`src/rtl/pipe_reg.sv`:
```
// DEPTH-stage elastic pipeline register with valid/ready on both sides, bubble
// collapsing, stall hold and synchronous flush. Define PIPE_REG_OCC_EN for the occupancy port.
module pipe_reg #(
    parameter int unsigned           WIDTH = 32,
    parameter int unsigned           DEPTH = 2,
    parameter logic [WIDTH-1:0]      INIT  = {WIDTH{1'b0}}
) (
    input  logic                       clk,
    input  logic                       reset,
    input  logic                       flush,
    input  logic                       in_valid,
    output logic                       in_ready,
    input  logic [WIDTH-1:0]           in_data,
    output logic                       out_valid,
    input  logic                       out_ready,
`ifdef PIPE_REG_OCC_EN
    output logic [$clog2(DEPTH+1)-1:0] occupancy,
`endif
    output logic [WIDTH-1:0]           out_data
);

    localparam int unsigned OCC_W = $clog2(DEPTH+1);

    logic [DEPTH-1:0] v_r;
    logic [WIDTH-1:0] d_r [DEPTH];
    logic [DEPTH:0]   v_pad_s;
    logic [DEPTH-1:0] adv_s;
    logic [DEPTH-1:0] v_nxt_s;
    logic             acc_s;
    logic             in_ready_s;

    // Advance chain: each stage leaves when the stage ahead is empty or leaving itself.
    always_comb begin
        logic go;
        go      = 1'b0;
        adv_s   = {DEPTH{1'b0}};
        v_pad_s = {1'b0, v_r};
        for (int k = DEPTH - 1; k >= 0; k--) begin
            if (k == DEPTH - 1) begin
                go = v_r[k] & out_ready;
            end else begin
                go = v_r[k] & (~v_pad_s[k+1] | go);
            end
            adv_s[k] = go;
        end
        in_ready_s = ~v_r[0] | adv_s[0];
        acc_s      = in_valid & in_ready_s;
    end

    // Next valid bits: filled from behind, or kept when not leaving.
    always_comb begin
        v_nxt_s    = {DEPTH{1'b0}};
        v_nxt_s[0] = acc_s | (v_r[0] & ~adv_s[0]);
        for (int k = 1; k < DEPTH; k++) begin
            v_nxt_s[k] = adv_s[k-1] | (v_r[k] & ~adv_s[k]);
        end
    end

    // Stage valid and data registers.
    always_ff @(posedge clk) begin
        if (!reset) begin
            v_r <= {DEPTH{1'b0}};
            for (int k = 0; k < DEPTH; k++) begin
                d_r[k] <= INIT;
            end
        end else if (flush) begin
            v_r <= {DEPTH{1'b0}};
        end else begin
            v_r <= v_nxt_s;
            if (acc_s) begin
                d_r[0] <= in_data;
            end
            for (int k = 1; k < DEPTH; k++) begin
                if (adv_s[k-1]) begin
                    d_r[k] <= d_r[k-1];
                end
            end
        end
    end

`ifdef PIPE_REG_OCC_EN
    logic [OCC_W-1:0] occ_r;

    // Occupancy counter tracking the popcount of the valid bits.
    always_ff @(posedge clk) begin
        if (!reset) begin
            occ_r <= {OCC_W{1'b0}};
        end else if (flush) begin
            occ_r <= {OCC_W{1'b0}};
        end else if (acc_s && !adv_s[DEPTH-1]) begin
            occ_r <= occ_r + OCC_W'(1);
        end else if (!acc_s && adv_s[DEPTH-1]) begin
            occ_r <= occ_r - OCC_W'(1);
        end else begin
            occ_r <= occ_r;
        end
    end

    assign occupancy = occ_r;
`endif

    assign in_ready  = in_ready_s;
    assign out_valid = v_r[DEPTH-1];
    assign out_data  = d_r[DEPTH-1];

endmodule
```
`config.mk`:
```
export PLATFORM = sky130hd
export DESIGN_NAME = pipe_reg
export DESIGN_NICKNAME = d
export VERILOG_FILES = /design/src/rtl/pipe_reg.sv
export SDC_FILE = /design/constraint.sdc
export NUM_CORES = 1
export LEC_CHECK = 0
export ABC_AREA = 1
export BUFFER_PORTS_ARGS = -buffer_cell sky130_fd_sc_hd__buf_2
export CAP_MARGIN = 10
export CORE_UTILIZATION = 57
export DETAILED_ROUTE_END_ITERATION = 12
export GPL_TIMING_DRIVEN = 0
export PLACE_DENSITY = 0.84
export SLEW_MARGIN = 25
export SYNTH_ARGS = -nofsm -noshare
export SYNTH_HDL_FRONTEND = slang
export SYNTH_SLANG_ARGS = --single-unit
export TNS_END_PERCENT = 20
```
`constraint.sdc`:
```
create_clock -name clk -period 6.04 [get_ports clk]
set_clock_uncertainty 0.1 [all_clocks]
set_input_delay 0.906 -clock clk [delete_from_list [all_inputs] [get_ports clk]]
set_output_delay 0.906 -clock clk [all_outputs]
set_load 0.01 [all_outputs]
```
# Yosys cells after proc, flatten, opt, wreduce, memory -nomap -nowiden
# Memory sizes are Yosys's and may differ from the RTL's.
# Cells that the tools add are included.
[totals]
latchBits = 0
wordCells = 30
input_bits = 37
reg_bits = 2
mem_bits_rw = 64
n_memories = 1
romBits = 0
[op_classes]
n_bitwise = 16
reduce_logical = 1
order_cmp = 0
shifts = 0
eq_ne = 0
mul = 0
div_mod_pow = 0
add_sub_neg = 0
mux = 11
[mem_list]
columns = ["memory", "depth", "word_bits", "rd", "rd_clocked_by_memory_dff", "wr", "line", "rtl"]
rows = [
  ["d_r", 2, 32, 2, 0, 2, "25", "logic [WIDTH-1:0] d_r [DEPTH];"],
]
[ops]
columns = ["operator", "n"]
rows = [
  ["32-bit 2-to-1 mux", 2],
  ["1-bit 2-to-1 mux", 9],
  ["1-bit OR", 6],
  ["1-bit AND", 5],
  ["1-bit inverter", 5],
  ["2-bit OR reduction", 1],
]

# Depth between registers and ports, before layout
# Gate-level depths: netlist (run 1).
[depth]
depth_word = 10
ltp_mapped = 6
depth_no_buf = 4

# Worst setup path after synthesis (run 1)
# OpenSTA, ideal clock, no wires.
[synth_path]
path_kind = "input -> register"
startpoint = "in flush"
endpoint = "mem d_r[1][0] (netlist: d_r[0][32]) (enable)"
setup_slack_ns = 3.469
arrival_ns = 2.082
setup_ns = 0.389
path_stages = 5
path_buffers = 2
required_time_ns = 5.551
path_cell_list = "nor2_2 > nand3_1 > buf_6 > buf_6 > nand2_1"
[synth_rtl]
columns = ["item", "line", "rtl"]
rows = [
  ["from (decl)", "10", "input logic flush,"],
  ["to (decl)", "25", ""],
]

# Worst setup path after layout (run 1)
[layout_path]
startpoint = "in out_ready"
endpoint = "out in_ready"
[layout_between]
elab_chain_cells = 4
[layout_rtl]
columns = ["item", "line", "rtl"]
rows = [
  ["from (decl)", "15", "input logic out_ready,"],
  ["1-bit AND", "40", "go = v_r[k] & out_ready;"],
  ["1-bit OR", "42", "go = v_r[k] & (~v_pad_s[k+1] | go);"],
  ["1-bit AND", "42", ""],
  ["1-bit OR", "46", "in_ready_s = ~v_r[0] | adv_s[0];"],
  ["to (decl)", "12", "output logic in_ready,"],
]
# No other way between the ends.

==> results.py, run 1 <==
metrics = {
    "finish": {
        "drive_gt1_frac": 0.390,
        "syn2layout_area_growth_pct": 20.9,
        "layout.nets": 373,
        "num_antenna_cells": 0,
        "nFillCells": 325,
        "fin_cells": 408,
        "seq_area_um2": 1960,
        "multi_input_area_um2": 395,
    },
    "global_routing": {
        "grt_pass1_vias": 1680,
        "antenna_found_initial": 0,
        "grt_pass1_wl_um": 7320,
        "grt_overflow": 0,
        "grt_max_degree": 33,
        "gr-usage-all-layers": 0.190,
    },
    "placed_design": {
        "dp_cells": 392,
        "port_buffers": 70,
        "hpwl_um": 3250,
        "routabilityCongestion": 0.762,
        "post-place-ws_ps": 3370,
    },
    "setup_path": {
        "cp_data_arrival_time_ps": 1450,
        "rr_endpoint": "d_r[0][58]",
        "endpoint_kind": "primary output",
        "r2r_slack_ps": 4180,
        "r2r_cells": 5,
        "cp-start-kind": "primary input",
        "crit_fanout": 4,
        "crit_type": "primary input to primary output",
        "r2r_start": "v_r[1]",
        "startpoint": "out_ready",
        "crit_required_ps": 5030,
    },
    "drt": {
        "drc": 0,
        "ant_nets": 0,
        "wl_um": 4850,
        "wl_per_cell_um": 11.9,
        "drtIter0Drc": 93,
        "drtPass1Iterations": 4,
        "vias": 1836,
        "vias_per_cell": 4.50,
    },
    "logic_synthesis": {
        "postSynthAreaPerCell_um2": 11.6,
        "synth_mux_area_frac": 0,
        "ys_types": 15,
        "synth-xor-area-share": 0,
        "synthCells": 255,
        "synth_top_family_by_area": "buffers and inverters",
        "synth_nets": 292,
        "synth-seq-cells": 66,
        "synth-compound-area-share": 0.116,
        "synth-seq-area-share": 0.665,
        "netlist_area_um2": 2950,
        "yosysWarnings": 0,
        "synthSimpleGateAreaFrac": 0.0165,
        "synth_fa_ha_area_frac": 0,
    },
    "floorplanning": {
        "initial_utilization": 0.608,
        "io_pins": 71,
        "dieArea_um2": 5470,
        "fp.dieW_um": 73.9,
        "die_h_um": 73.9,
        "coreArea_um2": 4850,
        "rows": 25,
    },
    "hold_path": {
        "hold_depth": 2,
        "whs_endpoint": "v_r[1]",
        "hold_path.startpoint": "v_r[0]",
        "min_path_type": "flip-flop to flip-flop",
    },
    "sta": {
        "setup_violations": 0,
        "grt_setup_unrepaired": "no",
        "max_freq_ghz": 0.407,
        "worst_slack_ps": 3580,
        "setup_tns_ps": 0,
        "maxSlewViolCount": 0,
        "min_period_ps": 2460,
        "relSlewSlack": 0.497,
        "fin_crit_sh": 0.407,
        "hold_viol": 0,
        "worst_slew_pin_slew_ps": 752,
        "fin_hold_ws_ps": 416,
    },
    "clock_tree": {
        "cts_tree": "done",
        "clock-root-buffer": "clkbuf_8",
        "clk_pin_slew_ps": 60,
        "cts.path.max_buffers": 2,
        "cts_hold_buf": 0,
        "cts_made_buffers": 9,
        "cts_resized": 0,
        "post-cts-setup-buffers": 0,
        "insertion_delay_ps": 320,
        "clock-sinks": 66,
        "ctsHtreeMaxLevel": 3,
    },
    "run": {
        "maxCapViolCount": 0,
    },
    "pwr": {
        "irDropWorstVdd_v": 0.000250,
        "p_per_area_nw_per_um2": 269,
        "p_leak_nw": 1.67,
    },
    "outcome": {
        "status": "finished clean",
    },
}
worst max-delay path, stage by stage:
cell and delay [ps]:
buf_2 90, inv_1 80, nand3_1 170, buf_2 200
cell type report:
type                       count  share of cell area
sequential                    66               0.550
multi-input combinational     76               0.111
timing repair buffer          70              0.0982
buffer                        45              0.0958
inverter                      68              0.0716
clock buffer                  12              0.0379
tap                           67              0.0235
clock inverter                 4              0.0119
worst max-delay path by stage:
stage	depth (start not counted)	end	slack, ps
after floorplan	5	d_r[0][32]	3470
after global placement	7	d_r[0][56]	3000
after detailed placement	7	d_r[0][32]	3370
after CTS	4	in_ready	3600
after global routing	4	in_ready	3520
final	4	in_ready	3580
layout by cell type (no fill, tap or decap):
cell type | netlist | routed
inv_1 | 67 | 67
clkinv_2 | 0 | 1
clkinv_1 | 0 | 2
nand2_2 | 0 | 2
clkbuf_8 | 0 | 9
nor2_2 | 1 | 1
buf_2 | 6 | 76
dfxtp_1 | 2 | 2
a21oi_2 | 3 | 3
nand3_1 | 2 | 2
buf_6 | 6 | 6
clkbuf_1 | 1 | 4
nand2_1 | 4 | 2
edfxtp_1 | 64 | 64
a21oi_1 | 63 | 63
nor2_1 | 2 | 2
inv_2 | 1 | 1
bufinv_16 | 0 | 1
nand3_2 | 1 | 1
buf_4 | 32 | 32
registers in the layout, summed over array words and instances (netlist names):
name and count:
d_r 64, v_r 2
per-layer routing:
metal / vias up / GRT usage / part of all wire
met5: - / 0 / 0
met4: 0 / 0.128 / 0.018
met3: 8 / 0.0434 / 0.030
met2: 52 / 0.315 / 0.52
met1: 818 / 0.222 / 0.43
li1: 958 / - / -
report_power, final:
group          internal, W  leakage (nW)  switching, W  total (W)
registers         0.000531         0.689    0.00000669   0.000537
logic            0.0000395         0.891     0.0000452  0.0000847
clock network     0.000188        0.0894      0.000148   0.000336
total             0.000758          1.67      0.000200   0.000958
metrics by stage:
step | total power, W | cell area (um2) | util
after detailed placement | 0.000632 | 3390 | 0.699
after floorplan | 0.000598 | 2950 | -
after global placement | 0.000628 | 3380 | 0.698
after global routing | 0.000990 | 3570 | 0.735
after CTS | 0.000964 | 3570 | 0.735
final | 0.000958 | 3570 | 0.735
cells by family (layout without fill, tap and decap cells):
kind of cell	after synthesis	after routing
flops	66	66
simple gates	10	10
compound gates	66	66
buf+inv	113	199
Yosys cell counts:
cell	count	area, um2
nand2_1	4	15.0
nand3_2	1	10.0
inv_2	1	3.75
buf_6	6	67.6
a21oi_1	63	315
a21oi_2	3	26.3
dfxtp_1	2	40.0
nand3_1	2	10.0
buf_4	32	240
buf_2	6	30.0
edfxtp_1	64	1920
nor2_1	2	7.51
clkbuf_1	1	3.75
inv_1	67	251
nor2_2	1	6.26
Power figures use the tool's default switching activity.
==> run 2: changes to the inputs <==
Settings changed: CORE_UTILIZATION 57 to 53, PLACE_DENSITY 0.84 to 0.79.
Clock period 6.04 ns to 2.5 ns, I/O delays scaled along.
==> results.py, run 2 (synthesis gave the netlist of run 1 again) <==
metrics = {
    "sta": {
        "worst_slew_pin_slew_ps": 747,
        "hold_viol": 0,
        "max_freq_ghz": 0.544,
        "min_period_ps": 1840,
        "setup_violations": 0,
        "fin_hold_ws_ps": 205,
        "setup_tns_ps": 0,
        "maxSlewViolCount": 0,
        "relSlewSlack": 0.500,
        "fin_crit_sh": 0.735,
        "grt_setup_unrepaired": "no",
    },
    "hold_path": {
        "hold_depth": 3,
        "min_path_type": "primary input to flip-flop",
    },
    "setup_path": {
        "cp-start-kind": "flip-flop",
        "r2r_start": "v_r[1]",
        "crit_required_ps": 2370,
        "cp_data_arrival_time_ps": 1700,
        "startpoint": "v_r[1]",
        "r2r_cells": 5,
        "crit_type": "flip-flop to flip-flop",
        "endpoint_kind": "flip-flop",
        "slowest_stage": "nand2_2",
        "slowest_delay_ps": 540,
        "cpLargestDelayFamily": "simple AND/OR/NAND/NOR gates",
        "critPathMostFrequentCell": "buf_6",
        "crit_chain": "nand2_1 -> nand3_1 -> buf_6 -> buf_6 -> nand2_2",
        "crit_end": "d_r[0][40]",
        "crit_buf_inv": 2,
        "worstSetupPathDepth": 5,
        "rr_endpoint": "d_r[0][40]",
        "r2r_slack_ps": 660,
        "crit_fanout": 32,
    },
    "clock_tree": {
        "cts_resized": 0,
        "clk_pin_slew_ps": 70,
        "cts_tree": "done",
        "clock-root-buffer": "clkbuf_8",
        "ctsHtreeMaxLevel": 3,
        "cts_made_buffers": 9,
        "insertion_delay_ps": 330,
        "clock-sinks": 66,
        "cts_hold_buf": 0,
        "cts.path.max_buffers": 2,
        "post-cts-setup-buffers": 0,
    },
    "run": {
        "maxCapViolCount": 0,
    },
    "placed_design": {
        "port_buffers": 70,
        "hpwl_um": 3130,
        "routabilityCongestion": 0.724,
        "placed_area_um2": 3390,
    },
    "finish": {
        "largest_register_ffs": 64,
        "reg_top3": "d_r x64, v_r x2",
        "layout.nets": 373,
        "final_cell_mix": "76 x buf_2, 67 x inv_1, 64 x edfxtp_1",
        "final_area_um2": 3570,
        "syn2layout_area_growth_pct": 21.0,
        "drive_gt1_frac": 0.390,
        "layout_commonest_cell": "buf_2",
        "regMostFlops": "d_r",
        "num_antenna_cells": 0,
    },
    "drt": {
        "drc": 0,
        "drtPass1Iterations": 4,
        "drtIter0Drc": 82,
        "vias": 1879,
        "wl_um": 4700,
        "vias_per_cell": 4.57,
        "ant_nets": 0,
        "wl_per_cell_um": 11.4,
    },
    "global_routing": {
        "antenna_found_initial": 0,
        "grt_max_degree": 33,
        "grt_pass1_wl_um": 7390,
        "grt_pass1_vias": 1742,
        "gr-usage-all-layers": 0.172,
        "grt_overflow": 0,
    },
    "floorplanning": {
        "initial_utilization": 0.563,
        "dieArea_um2": 5870,
        "rows": 26,
        "coreArea_um2": 5240,
        "fp.dieW_um": 76.6,
        "die_h_um": 76.6,
        "io_pins": 71,
    },
    "outcome": {
        "status": "finished clean",
    },
    "pwr": {
        "p_per_area_nw_per_um2": 651,
        "p_leak_nw": 1.67,
        "irDropWorstVdd_v": 0.000398,
    },
}
==> run 2: final cells by class <==
| cell class | count | area [um2] |
|---|---|---|
| Timing Repair Buffer | 70 | 350 |
| Clock buffer | 12 | 135 |
| Inverter | 68 | 255 |
| Clock inverter | 4 | 42.5 |
| Tap cell | 70 | 87.6 |
| Sequential cell | 66 | 1960 |
| Multi-Input combinational cell | 76 | 395 |
| Fill cell | 405 | 1670 |
| Buffer | 45 | 342 |
==> run 2: power breakdown <==
| group | internal, W | switching, W |
|---|---|---|
| registers | 0.00128 | 0.0000168 |
| clock network | 0.000453 | 0.000369 |
| logic | 0.0000954 | 0.000107 |
==> run 2: per-stage QoR <==
step                      utilization  total power (W)  setup slack (ps)  cells
after floorplan                     -          0.00145               460    255
after global placement          0.647          0.00152             -9.27    395
after detailed placement        0.648          0.00153               378    395
after CTS                       0.682          0.00234               645    411
after global routing            0.682          0.00240               561    411
final                           0.682          0.00232               663    411
==> run 2: routing by layer <==
metal | global-route usage | part of all wire | vias to the layer above
met5 | 0 | 0 | -
met4 | 0.135 | 0.034 | 0
met3 | 0.0431 | 0.057 | 16
met2 | 0.298 | 0.54 | 63
met1 | 0.177 | 0.37 | 846
li1 | - | - | 954
==> run 2: worst register-to-register path, delay by kind of cell (launching register included) <==
family / cells / cell delay, ps
simple gates: 3 / 720
buf+inv: 2 / 310
flops: 1 / 330
==> run 2: worst min-delay path by stage <==
stage | startpoint | endpoint
after floorplan | v_r[0] | v_r[1]
after global placement | v_r[0] | v_r[1]
after detailed placement | v_r[0] | v_r[1]
after CTS | in_valid | v_r[0]
after global routing | in_valid | v_r[0]
final | in_valid | v_r[0]
